`src/rtl/div_pkg.sv`:
```
// div_pkg: shared FSM encoding and default width for the sequential divider
package div_pkg;
  localparam int DEFAULT_N = 16;
  typedef enum logic [1:0] {IDLE, RUN, DONE} state_e;
endpackage

```
`src/rtl/div_step.sv`:
```
// div_step: one restoring division iteration (shift in a bit, compare, subtract)
module div_step
  import div_pkg::*;
#(
  parameter int N = DEFAULT_N
) (
  input  logic [N-1:0] rem_i,
  input  logic         bit_i,
  input  logic [N-1:0] divisor_i,
  output logic [N-1:0] rem_o,
  output logic         q_o
);
  logic [N:0] t, diff;
  assign t = {rem_i, bit_i};
  assign diff = t - {1'b0, divisor_i};
  assign q_o = t >= {1'b0, divisor_i};
  // the kept value is always below the divisor, so it fits back into N bits
  assign rem_o = N'(q_o ? diff : t);
endmodule

```
`src/rtl/sequential_divider.sv`:
```
// sequential_divider: 2N/N unsigned restoring divider, one quotient bit per cycle
module sequential_divider
  import div_pkg::*;
#(
  parameter int N = DEFAULT_N
) (
  input  logic           clk,
  input  logic           rst_n,
  input  logic           in_valid,
  output logic           in_ready,
  input  logic [2*N-1:0] dividend,
  input  logic [N-1:0]   divisor,
  output logic           out_valid,
  input  logic           out_ready,
  output logic [N-1:0]   quotient,
  output logic [N-1:0]   remainder,
  output logic           div_by_zero,
  output logic           overflow
);
  localparam int CW = $clog2(N + 1);
  state_e state_q, state_d;
  logic [N-1:0] div_q, div_d, rem_q, rem_d, lo_q, lo_d;
  logic [CW-1:0] cnt_q, cnt_d;
  logic dbz_q, dbz_d, ovf_q, ovf_d;
  logic [N-1:0] step_rem;
  logic step_bit;
  div_step #(.N(N)) u_step (
    .rem_i(rem_q),
    .bit_i(lo_q[N-1]),
    .divisor_i(div_q),
    .rem_o(step_rem),
    .q_o(step_bit)
  );
  assign in_ready = state_q == IDLE;
  assign out_valid = state_q == DONE;
  // lo_q shifts out dividend bits MSB-first while quotient bits shift in, ending as the quotient
  assign quotient = lo_q;
  assign remainder = rem_q;
  assign div_by_zero = dbz_q;
  assign overflow = ovf_q;
  // next-state and datapath update for accept, iterate and handshake
  always_comb begin
    state_d = state_q;
    div_d = div_q;
    rem_d = rem_q;
    lo_d = lo_q;
    cnt_d = cnt_q;
    dbz_d = dbz_q;
    ovf_d = ovf_q;
    case (state_q)
      IDLE: if (in_valid) begin
        div_d = divisor;
        dbz_d = divisor == '0;
        ovf_d = divisor != '0 && dividend[2*N-1:N] >= divisor;
        cnt_d = '0;
        if (divisor == '0) begin
          state_d = DONE;
          lo_d = '1;
          rem_d = dividend[N-1:0];
        end else if (dividend[2*N-1:N] >= divisor) begin
          state_d = DONE;
          lo_d = '1;
          rem_d = '0;
        end else begin
          state_d = RUN;
          lo_d = dividend[N-1:0];
          rem_d = dividend[2*N-1:N];
        end
      end
      RUN: begin
        rem_d = step_rem;
        lo_d = {lo_q[N-2:0], step_bit};
        cnt_d = cnt_q + 1'b1;
        state_d = cnt_q == CW'(N - 1) ? DONE : RUN;
      end
      DONE: state_d = out_ready ? IDLE : DONE;
      default: state_d = IDLE;
    endcase
  end
  // state and datapath registers, cleared asynchronously
  always_ff @(posedge clk or negedge rst_n)
    if (!rst_n) begin
      state_q <= IDLE;
      div_q <= '0;
      rem_q <= '0;
      lo_q <= '0;
      cnt_q <= '0;
      dbz_q <= 1'b0;
      ovf_q <= 1'b0;
    end else begin
      state_q <= state_d;
      div_q <= div_d;
      rem_q <= rem_d;
      lo_q <= lo_d;
      cnt_q <= cnt_d;
      dbz_q <= dbz_d;
      ovf_q <= ovf_d;
    end
endmodule

```
`config.mk`:
```
export PLATFORM = sky130hd
export DESIGN_NAME = sequential_divider
export DESIGN_NICKNAME = d
export VERILOG_FILES = /design/src/rtl/div_pkg.sv /design/src/rtl/div_step.sv /design/src/rtl/sequential_divider.sv
export SDC_FILE = /design/constraint.sdc
export NUM_CORES = 1
export LEC_CHECK = 0
export BUFFER_PORTS_ARGS = -buffer_cell sky130_fd_sc_hd__buf_2
export CAP_MARGIN = 20
export CORE_AREA = 2 2 122 124
export DETAILED_ROUTE_END_ITERATION = 10
export DIE_AREA = 0 0 124 126
export GPL_TIMING_DRIVEN = 0
export PLACE_DENSITY = 0.53
export SYNTH_ARGS = -nofsm -noshare
export SYNTH_HDL_FRONTEND = slang
export SYNTH_SLANG_ARGS = --single-unit
```
`constraint.sdc`:
```
create_clock -name clk -period 3 [get_ports clk]
set_clock_uncertainty 0.1 [all_clocks]
set_input_delay 0.15 -clock clk [delete_from_list [all_inputs] [get_ports clk]]
set_output_delay 0.15 -clock clk [all_outputs]
set_load 0.03 [all_outputs]
```
==> Yosys cells after proc, flatten, opt, wreduce, memory -nomap -nowiden <==
Cells that the tools add are included.
{ "word_totals": {"regBits": 57, "latch_bits": 0, "ramBits": 0, "mem_bits_ro": 0, "in_bits": 52, "out_inout_bits": 36, "elab_cells": 39, "mem_count": 0} }
{ "op_classes": {"addsub": 2, "multipliers": 0, "div": 0, "magnitude_cmp": 2, "n_eq_ne": 4, "shifts": 0, "muxes": 17, "bitwise": 0, "n_reduce_logical": 7} }
{ "op_table": {"columns": ["cell", "n"], "rows": [
  ["two-way mux 16 bit", 7],
  ["one-hot mux 16 bit (2 select lines)", 2],
  ["greater-or-equal comparator 17 x 16 -> 1 bit", 1],
  ["greater-or-equal comparator 16 bit", 1],
  ["logical NOT 16 bit", 1],
  ["nonzero test 16 bit", 1],
  ["subtractor 16 bit", 1],
  ["two-way mux 2 bit", 5],
  ["one-hot mux 5 bit (2 select lines)", 1],
  ["one-hot mux 2 bit (3 select lines)", 1],
  ["adder 5 x 1 -> 5 bit, second input constant", 1],
  ["equality test 5 x 4 -> 1 bit, second input constant", 1],
  ["two-way mux 5 bit", 1],
  ["AND reduction 2 bit", 2],
  ["equality test 2 x 1 -> 1 bit, second input constant", 1],
  ["equality test 2 bit, second input constant", 1],
  ["logical NOT 2 bit", 1],
  ["inequality test 2 bit, second input constant", 1],
  ["nonzero test 2 bit", 1],
  ["logical AND 1 bit", 1]
]} }

==> Longest topological paths before layout <==
{ "depth": {"word_depth": 5, "mapped_depth": 11, "depth_no_buf": 10} }

==> Modules after synthesis <==
From an unflattened synthesis, not the netlist that was laid out.
{ "hier_totals": {"cells_unflattened": 512, "hier_area_um2": 4326.6} }
{ "by_module_without_submodules": {"columns": ["module", "instances", "cells_each", "area_per_inst_um2", "seq_area_each_um2"], "rows": [
  ["sequential_divider", 1, 354, 3168.0, 1426.4],
  ["div_step", 1, 158, 1158.6, 0.0]
]} }

==> Worst setup path before layout <==
No wires, ideal clock.
{ "synth_path": {"path_kind": "register to register", "from": "register rem_q[2] (netlist: remainder[2])", "to": "register rem_q[0] (netlist: remainder[0])", "setup_time_ns": 0.082, "arrival_time_ns": 2.407, "required_ns": 2.818, "setup_slack_ns": 0.410, "path_stages_with_launch": 9, "path_buffers": 0, "synth_period_minus_slack_ns": 2.590, "path_cell_list": "dfrtp_1 > ha_1 > nand3_2 > o21bai_4 > a211o_1 > o2bb2ai_2 > o21ai_4 > mux2_2 > o22ai_1"} }
{ "synth_via": {"elab_chain_len": 3} }
{ "synth_rtl": {"columns": ["element", "line", "text"], "rows": [
  ["start, declared", "sequential_divider.sv:22", "logic [N-1:0] div_q, div_d, rem_q, rem_d, lo_q, lo_d;"],
  ["start signal, assigned", "sequential_divider.sv:93", "rem_q <= rem_d;"],
  ["greater-or-equal comparator 17 x 16 -> 1 bit", "div_step.sv:16", "assign q_o = t >= {1'b0, divisor_i};"],
  ["two-way mux 16 bit", "div_step.sv:18", "assign rem_o = N'(q_o ? diff : t);"],
  ["one-hot mux 16 bit (2 select lines)", "sequential_divider.sv:50", "case (state_q)"]
]} }
Every way passes these cells.
A chain may end at the register's enable or synchronous reset.

==> Final worst setup path <==
{ "layout_path": {"from": "register rem_q[13] (netlist: remainder[13])", "to": "register rem_q[11] (netlist: remainder[11])"} }
The elaborated chain is that of the path after synthesis.

==> out/metrics.cfg <==
[synthesis]
yosysSeqAreaShare = 0.3405
yosys_warnings = 0
ys_types = 59
netlist_area_um2 = 4189
synth.area.top_cells = dfrtp_1, ha_1, o21ai_0
syn_area_per_cell_um2 = 8.782
synth-main-ff-cell = dfrtp_1
ys_seq_elements = 57
synth.most_common_cell = dfrtp_1
synth_edf_count = 0
netlist.area_leader.share = 0.3405
synth_cells = 477
synth_top_area_cell = dfrtp_1
ys_top_cells_by_count = dfrtp_1, nand2_1, o21ai_0
syn_nets = 564
async_flop_share = 1.000

[floorplan]
die_w_um = 124
fp-row-count = 44
initial_core_util = 0.2927
die-area_um2 = 15620
die_h_um = 126
ios = 88
core_area_um2 = 14310

[sta]
post-route-period-util = 0.9539
setup_violations = 0
slew_violations = 0
tns_ns = 0
relSlewSlack = 0.3848
fmax_ghz = 0.3494
hold_viol = 0
worst_pin_slew_ns = 0.9194
finalCriticalPeriod_ns = 2.862
rsz0062_at_grt = false

[cells_and_area]
drive_above_1_share = 0.2198
diodes = 0
ff_latch_area_um2 = 1426
nFillCells = 1498
synthToLayoutAreaGrowth_pct = 26.82
fin_nets = 678
multi_input_area_um2 = 2436

[route]
wire_per_inst_um = 18.15
drc = 0
maxUsedRoutingLayer = met4
routed_wl_mm = 14.16
dr.pass1.iters = 5
vias = 4082
met1_length_mm = 7.104
drtIter0Drc = 267
wl_met3_um = 517
vias_per_cell = 5.233
drtAntennaViolNets = 0
met2_length_mm = 6.400

[critical_path]
slowest_stage = a2111oi_4
slowest_delay_ns = 0.52
path_buf_inv = 1
path_depth = 8
r2r_cells = 8
worstPathCellList = ha_1, nand3_1, nor3_2, a2111oi_4, o21ai_4, buf_12, a311oi_1, nor3_1
startpoint_type = flip-flop
cp-end-kind = flip-flop
arrival_ns = 2.96
worstPathRequired_ns = 3.10
crit_type = flip-flop to flip-flop
worst-path-max-fanout = 10
crit_family = compound AO/OA/AOI/OAI gates

[grt]
antenna_found_initial = 0
grt_pass1_wl_mm = 22.11
grt_pass1_vias = 3938
grt_max_degree = 34
groute.usage.overall = 0.1869
grt_overflow = 0

[clock_network]
cts_tree = built
clk_pin_slew_worst_paths_ns = 0.05
cts_inserted_buffers = 9
cts.htree.levels = 3
clk_latency_ns = 0.33
clockBufferDepth = 2
cts-root-buf = clkbuf_16
clkSinkCount = 57
cts_setup_buffers = 0

[placed_design]
place_congestion = 0.8515
io_buffer_count = 87
dp_hpwl_mm = 10.86

[outcome]
status = complete, no violations

[power_and_ir_drop]
irDropWorstVdd_uv = 658.2
power.leakage_nw = 2.482
cellPowerDensity_nw_per_um2 = 1317
p_total_mw = 6.997

[hold_path]
worstHoldPathType = primary input to flip-flop
min_path_cells = 3

[job]
cap_violations = 0

## power by group
group / internal, mW / switching (mW)
sequential: 1.16 / 0.303
clock: 0.600 / 0.363
combinational: 1.82 / 2.75
## path summary, 6_finish.rpt
kind,endpoint,slack (ns),start
max,remainder[11],0.14,remainder[13]
min,div_q[10],0.02,divisor[10]
max reg2reg,remainder[11],0.14,remainder[13]
min reg2reg,div_q[0],0.39,div_q[0]
max in group asynchronous,div_q[2],1.89,rst_n
min in group asynchronous,state_q[1],0.29,rst_n
## layout make-up
class | instances | area share
Tap cell | 184 | 0.04333
Inverter | 36 | 0.02544
Clock inverter | 3 | 0.002826
Sequential cell | 57 | 0.2685
Timing Repair Buffer | 103 | 0.1140
Buffer | 26 | 0.03839
Clock buffer | 13 | 0.04899
Multi-Input combinational cell | 358 | 0.4585
## flip-flops by register name, indices dropped and copies added, names as in the netlist
register	count
state_q	2
div_q	16
quotient	16
overflow	1
div_by_zero	1
remainder	16
cnt_q	5
## worst register-to-register path: stages, from the launching register on
cell	delay, ns
dfrtp_1	0.45
ha_1	0.39
nand3_1	0.29
nor3_2	0.13
a2111oi_4	0.52
o21ai_4	0.24
buf_12	0.22
a311oi_1	0.29
nor3_1	0.10
## routing by layer
layer  up-vias  global-route usage
met4         0             0.04693
met3         8             0.02944
li1       1957                   -
met2       109              0.2818
met1      2008              0.2780
met5         -                   0
## layout by cell type (no fill, tap or decap), drive strengths merged, types with 9 or more instances in the layout
master	count
nor2	46
nand3	10
dlygate4sd3	15
clkbuf	30
a211oi	10
ha	34
a221oi	13
nor3	9
o21ai	50
a21oi	18
buf	97
mux2i	12
o2bb2ai	15
nand2	50
inv	36
dfrtp	57
## per-stage QoR
stage | hold slack, ns | setup slack (ns) | cells | area [µm²] | utilization
3_3_place_gp | 0.2951 | 0.08410 | 748 | 4855 | 0.3392
4_1_cts | 0.007432 | 0.06855 | 780 | 5300 | 0.3703
6_report | 0.02472 | 0.1382 | 780 | 5313 | 0.3712
2_1_floorplan | -0.2456 | 0.4105 | 477 | 4189 | -
3_5_place_dp | 0.1068 | 0.07341 | 749 | 4875 | 0.3406
5_1_grt | 0.03272 | 0.03140 | 780 | 5313 | 0.3712
## what timing repair did
item | 4_1_cts | 5_1_grt
hold buffers | 15 | 0
endpoints found under the hold margin | 38 | 0
resized for setup | 0 | 3
setup endpoints to repair | 0 | 10
## logic make-up (layout without fill, tap and decap cells)
group / after synthesis / after routing / share of synthesized area
AO/OA/AOI/OAI: 150 / 150 / 0.2527
XOR/XNOR: 10 / 10 / 0.02091
adder cells (fa/ha/maj): 35 / 35 / 0.1063
buffers and inverters: 62 / 181 / 0.08094
flip-flops: 57 / 57 / 0.3405
multiplexers: 14 / 14 / 0.03405
AND/OR/NAND/NOR: 149 / 149 / 0.1646
(Power assumes the default switching activity.)
